`src/rtl/lsu_mem_stage.sv`:
```
// MEM-stage load/store sequencer in front of data_memory: checks each request,
// drives one registered access, waits out mem_busy and hands load data to writeback.
module lsu_mem_stage #(
    parameter int TIMEOUT_CYCLES = 16,
    parameter bit CHECK_ALIGN    = 1'b1
) (
    input  logic        clk,
    input  logic        reset,
    input  logic        flush,
    input  logic        ex_valid,
    input  logic        ex_mem_read,
    input  logic        ex_mem_write,
    input  logic [2:0]  ex_funct3,
    input  logic [31:0] ex_addr,
    input  logic [31:0] ex_store_data,
    input  logic [4:0]  ex_rd,
    output logic        mem_read_en,
    output logic        mem_write_en,
    output logic [2:0]  load_type,
    output logic [2:0]  store_type,
    output logic [31:0] ram_address,
    output logic [31:0] data_in,
    input  logic [31:0] mem_data_out,
    input  logic        mem_busy,
    output logic        stall_req,
    output logic        wb_valid,
    output logic [4:0]  wb_rd,
    output logic [31:0] wb_data,
    output logic        err_valid,
    output logic [1:0]  err_code,
    output logic [31:0] err_addr,
    output logic [1:0]  dbg_state
);

    localparam logic [1:0] S_IDLE  = 2'd0;
    localparam logic [1:0] S_ISSUE = 2'd1;
    localparam logic [1:0] S_WAIT  = 2'd2;
    localparam logic [1:0] S_DONE  = 2'd3;

    localparam logic [1:0] ERR_MISALIGN = 2'b01;
    localparam logic [1:0] ERR_FUNCT3   = 2'b10;
    localparam logic [1:0] ERR_TIMEOUT  = 2'b11;

    localparam int CNT_W = $clog2(TIMEOUT_CYCLES + 1);

    logic [1:0]       state_q, state_d;
    logic             is_load_q, is_load_d;
    logic [2:0]       funct3_q, funct3_d;
    logic [31:0]      addr_q, addr_d;
    logic [31:0]      data_q, data_d;
    logic [4:0]       rd_q, rd_d;
    logic             rd_en_q, rd_en_d;
    logic             wr_en_q, wr_en_d;
    logic [CNT_W-1:0] cnt_q, cnt_d;
    logic             kill_q, kill_d;
    logic [31:0]      wb_data_q, wb_data_d;
    logic             err_valid_q, err_valid_d;
    logic [1:0]       err_code_q, err_code_d;
    logic [31:0]      err_addr_q, err_addr_d;

    logic req;
    logic req_load;
    logic f3_legal;
    logic misalign;
    logic accept;

    // Handshake: EX raises ex_valid with a read/write kind; the request is taken in
    // that same cycle when it is legal and not flushed, and stall_req then stays high
    // until the op retires. Rejected requests raise err_valid instead and never stall.
    always_comb begin
        req      = ex_valid && (ex_mem_read || ex_mem_write) && !flush;
        req_load = ex_mem_read;
        if (req_load) begin
            f3_legal = (ex_funct3 == 3'b000) || (ex_funct3 == 3'b001) ||
                       (ex_funct3 == 3'b010) || (ex_funct3 == 3'b100) ||
                       (ex_funct3 == 3'b101);
        end else begin
            f3_legal = (ex_funct3 == 3'b000) || (ex_funct3 == 3'b001) ||
                       (ex_funct3 == 3'b010);
        end
        // funct3[1:0] encodes width for both loads and stores: 01 half, 10 word.
        misalign = CHECK_ALIGN &&
                   (((ex_funct3[1:0] == 2'b01) && ex_addr[0]) ||
                    ((ex_funct3[1:0] == 2'b10) && (ex_addr[1:0] != 2'b00)));
        accept   = req && f3_legal && !misalign;
    end

    always_comb begin
        state_d     = state_q;
        is_load_d   = is_load_q;
        funct3_d    = funct3_q;
        addr_d      = addr_q;
        data_d      = data_q;
        rd_d        = rd_q;
        rd_en_d     = 1'b0;
        wr_en_d     = 1'b0;
        cnt_d       = cnt_q;
        kill_d      = kill_q;
        wb_data_d   = wb_data_q;
        err_valid_d = 1'b0;
        err_code_d  = err_code_q;
        err_addr_d  = err_addr_q;

        case (state_q)
            S_IDLE: begin
                kill_d = 1'b0;
                if (req && !f3_legal) begin
                    err_valid_d = 1'b1;
                    err_code_d  = ERR_FUNCT3;
                    err_addr_d  = ex_addr;
                end else if (req && misalign) begin
                    err_valid_d = 1'b1;
                    err_code_d  = ERR_MISALIGN;
                    err_addr_d  = ex_addr;
                end else if (accept) begin
                    is_load_d = req_load;
                    funct3_d  = ex_funct3;
                    addr_d    = ex_addr;
                    data_d    = ex_store_data;
                    rd_d      = ex_rd;
                    rd_en_d   = req_load;
                    wr_en_d   = !req_load;
                    cnt_d     = '0;
                    state_d   = S_ISSUE;
                end
            end
            S_ISSUE: begin
                kill_d  = kill_q || flush;
                cnt_d   = '0;
                state_d = S_WAIT;
            end
            S_WAIT: begin
                kill_d = kill_q || flush;
                // The first WAIT cycle is ignored: data_memory raises busy one cycle late.
                if ((cnt_q != '0) && !mem_busy) begin
                    wb_data_d = mem_data_out;
                    state_d   = S_DONE;
                end else if (cnt_q == CNT_W'(TIMEOUT_CYCLES - 1)) begin
                    err_valid_d = 1'b1;
                    err_code_d  = ERR_TIMEOUT;
                    err_addr_d  = addr_q;
                    kill_d      = 1'b0;
                    state_d     = S_IDLE;
                end else begin
                    cnt_d = cnt_q + CNT_W'(1);
                end
            end
            default: begin
                kill_d  = 1'b0;
                state_d = S_IDLE;
            end
        endcase
    end

    always_ff @(posedge clk or posedge reset) begin
        if (reset) begin
            state_q     <= S_IDLE;
            is_load_q   <= 1'b0;
            funct3_q    <= 3'b000;
            addr_q      <= 32'h0;
            data_q      <= 32'h0;
            rd_q        <= 5'd0;
            rd_en_q     <= 1'b0;
            wr_en_q     <= 1'b0;
            cnt_q       <= '0;
            kill_q      <= 1'b0;
            wb_data_q   <= 32'h0;
            err_valid_q <= 1'b0;
            err_code_q  <= 2'b00;
            err_addr_q  <= 32'h0;
        end else begin
            state_q     <= state_d;
            is_load_q   <= is_load_d;
            funct3_q    <= funct3_d;
            addr_q      <= addr_d;
            data_q      <= data_d;
            rd_q        <= rd_d;
            rd_en_q     <= rd_en_d;
            wr_en_q     <= wr_en_d;
            cnt_q       <= cnt_d;
            kill_q      <= kill_d;
            wb_data_q   <= wb_data_d;
            err_valid_q <= err_valid_d;
            err_code_q  <= err_code_d;
            err_addr_q  <= err_addr_d;
        end
    end

    assign mem_read_en  = rd_en_q;
    assign mem_write_en = wr_en_q;
    assign load_type    = funct3_q;
    assign store_type   = funct3_q;
    assign ram_address  = addr_q;
    assign data_in      = data_q;
    assign stall_req    = accept || (state_q != S_IDLE);
    // A flush arriving in DONE itself still squashes the writeback.
    assign wb_valid     = (state_q == S_DONE) && is_load_q && !kill_q && !flush;
    assign wb_rd        = rd_q;
    assign wb_data      = wb_data_q;
    assign err_valid    = err_valid_q;
    assign err_code     = err_code_q;
    assign err_addr     = err_addr_q;
    assign dbg_state    = state_q;

endmodule
```
`config.mk`:
```
export PLATFORM = sky130hd
export DESIGN_NAME = lsu_mem_stage
export DESIGN_NICKNAME = d
export VERILOG_FILES = /design/src/rtl/lsu_mem_stage.sv
export SDC_FILE = /design/constraint.sdc
export NUM_CORES = 1
export LEC_CHECK = 0
export CORE_ASPECT_RATIO = 0.8
export CORE_UTILIZATION = 35
export DETAILED_ROUTE_END_ITERATION = 12
export PLACE_DENSITY_LB_ADDON = 0.1
export SKIP_LAST_GASP = 1
export SYNTH_ARGS = -nofsm -noshare
export SYNTH_HDL_FRONTEND = slang
export SYNTH_SLANG_ARGS = --single-unit
```
`constraint.sdc`:
```
create_clock -name clk -period 12.5 [get_ports clk]
set_input_delay 3.125 -clock clk [delete_from_list [all_inputs] [get_ports clk]]
set_output_delay 3.125 -clock clk [all_outputs]
set_load 0.1 [all_outputs]
```
==> impl_metrics.ini <==
[sta]
setup_viol_count_final = 0
clock.fmax_ghz = 0.115
worstMarginPinSlew_ps = 1050
maxSlewHeadroom = 0.299
drv_slew = 0
final.setup_skew_ps = 9.69
final.setup.tns_ps = 0
final_min_period_over_clock_period = 0.698
rsz0062_at_grt = no
hold_viol = 0
min_clock_period_post_route_ps = 8720

[clock_network]
worstSkewPairLatency_ps = 410
cts-root-buf = sky130_fd_sc_hd__clkbuf_16
post_cts_resize_count = 0
cts_hold_buf = 0
htree_levels = 4
clk_pin_slew_ps = 60
cts_buffers = 17
tritoncts = done
max-clock-path-buffers = 2
clock_sink_count = 150
post_cts_buffers = 0

[grt]
grt_max_degree = 81
overall_overflow_remaining_after_global_route = 0
globalRouteTotalUtil = 0.173
wire_length_of_the_first_global_routing_pass_mm = 25.1
grt_pass1_vias = 4796
antenna_found_initial = 0

[job]
max_cap_viol_count = 0

[placement]
count_of_buffers_inserted_at_the_top_level_ports = 258
final_weighted_congestion_in_routability_driven_placement = 0.754
dpl.cell_count = 890
dp_hpwl_mm = 11.2

[critical_path]
timing_worst_setup_path_type = in -> out
reg2reg_from = dbg_state[0]
worstPathArrival_ps = 5600
critPathCaptureType = output pin
critical_path_buf_inv_count = 3
crit_path_max_incr_delay_ps = 1170
critical_path.slowest_cell = sky130_fd_sc_hd__clkdlybuf4s50_1
critical_path.startpoint = ex_mem_read
crit_path_frequent_cell = sky130_fd_sc_hd__clkdlybuf4s50_1
cp_cell_instances = clkdlybuf4s50_1 -> nand2b_4 -> a32oi_4 -> o21a_4 -> inv_2 -> clkdlybuf4s50_1
timing.critical_path.required_ps = 9380
critical_path.max_fanout = 7
crit_path_leading_delay_family = buffers and inverters
kind_of_launch_point_of_the_worst_setup_path = input pin

[floorplan]
placementRows = 43
die-area_um2 = 18800
initial_core_utilization = 0.362
die-width_um = 153
fp.dieH_um = 123
placeableCoreArea_um2 = 17600
io_pins = 259

[yosys]
ys.warnings.count = 0
synth-edff-count = 0
syn-instance-count = 423
postSynthNetCount = 541
netlist.top_cell.by_area = sky130_fd_sc_hd__dfrtp_1
synthesis.area_um2 = 6380
netlist-cell-type-count = 35
synth_flop_cell = sky130_fd_sc_hd__dfrtp_1
ys_ff_latch = 150
syn-mean-instance-area_um2 = 15.1
synth_async_sr_flop_share = 1.00
synth-seq-area-share = 0.589
netlist_top_cells_area = sky130_fd_sc_hd__dfrtp_1, sky130_fd_sc_hd__mux2_2, sky130_fd_sc_hd__ha_1
yosys.area.top_type_share = 0.589

[routing]
routed_wire_length_per_instance_um = 17.0
post_drt_via_cell_ratio = 4.75
drc = 0
initialDrtViolationCount = 154
drt_wl_total_mm = 15.7
first_pass_iters = 5
ant_nets = 0
vias = 4384

[min_path]
critical_hold_path_startpoint = data_in[11]
worst_hold_path_type = reg -> reg

[final_layout]
area_growth_syn_to_layout_pct = 53.5
layout.nets = 802
layout_common_cells = sky130_fd_sc_hd__clkdlybuf4s50_1, sky130_fd_sc_hd__mux2_2, sky130_fd_sc_hd__dfrtp_1
instances_no_fill = 922
fraction_of_layout_cells_with_a_size_suffix_above_1 = 0.313
commonest_non_fill_non_tap_cell_in_the_layout = sky130_fd_sc_hd__clkdlybuf4s50_1
num_antenna_cells = 0

[outcome]
result_of_the_run = finished, final reports clean
==> final timing paths <==
| check | end | slack, ps | depth (start not counted) |
|---|---|---|---|
| max in group asynchronous | ram_address[21] | 7890 | 3 |
| worst min-delay path | data_in[11] | 500 | 1 |
| worst min register to register | data_in[11] | 500 | 1 |
| min in group asynchronous | data_in[0] | 3200 | 2 |
| worst max register to register | wb_data[21] | 9660 | 6 |
| worst max-delay path | stall_req | 3780 | 6 |
==> cells by family after synthesis <==
logic type               synth area share
multiplexers                        0.302
adder cells (fa/ha/maj)            0.0137
AO/OA/AOI/OAI                      0.0322
AND/OR/NAND/NOR                    0.0367
flip-flops                          0.589
buffers and inverters              0.0271
==> layer usage <==
metal	GRT usage	part of all wire
met5	0	0
met4	0.0606	0.015
met3	0.0720	0.082
met2	0.295	0.50
met1	0.198	0.41
==> cells in the mapped netlist, types with 2 or more instances <==
master	n
sky130_fd_sc_hd__nand2_1	6
sky130_fd_sc_hd__nand3b_1	2
sky130_fd_sc_hd__nand2b_1	4
sky130_fd_sc_hd__mux2i_1	2
sky130_fd_sc_hd__a21oi_1	3
sky130_fd_sc_hd__buf_4	11
sky130_fd_sc_hd__nor3_1	2
sky130_fd_sc_hd__nor2_1	8
sky130_fd_sc_hd__nand3_1	3
sky130_fd_sc_hd__o211ai_1	2
sky130_fd_sc_hd__nor3b_2	2
sky130_fd_sc_hd__clkbuf_1	5
sky130_fd_sc_hd__ha_1	7
sky130_fd_sc_hd__buf_2	6
sky130_fd_sc_hd__mux2_2	169
sky130_fd_sc_hd__nand2b_4	2
sky130_fd_sc_hd__nor2b_1	3
sky130_fd_sc_hd__dfrtp_1	150
sky130_fd_sc_hd__inv_1	10
sky130_fd_sc_hd__o21ai_0	11
==> flip-flops by register name, indices dropped and copies added (netlist names) <==
signal        cells
cnt_q             5
data_in          32
dbg_state         2
err_addr         32
err_code          2
err_valid         1
is_load_q         1
kill_q            1
load_type         3
mem_read_en       1
mem_write_en      1
ram_address      32
wb_data          32
wb_rd             5
==> area by class of cell <==
| type | count | area [um2] |
|---|---|---|
| Fill cell | 1462 | 7810 |
| Sequential cell | 150 | 3750 |
| Timing Repair Buffer | 264 | 2630 |
| Multi-Input combinational cell | 240 | 2480 |
| Clock buffer | 19 | 453 |
| Tap cell | 225 | 282 |
| Clock inverter | 13 | 145 |
| Inverter | 11 | 46.3 |
==> metrics by stage <==
| stage | setup WS (ps) | area [um2] | utilization | hold WS, ps |
|---|---|---|---|---|
| after floorplan | 4150 | 6380 | - | 481 |
| after global placement | 3790 | 9190 | 0.522 | 488 |
| after detailed placement | 3780 | 9190 | 0.522 | 492 |
| after CTS | 3780 | 9780 | 0.556 | 509 |
| after global routing | 3720 | 9780 | 0.556 | 519 |
| final | 3780 | 9780 | 0.556 | 504 |
Power is left out: the tool's default activity adds up to more than one toggle a clock period on the data nets, which glitch-free logic cannot reach.
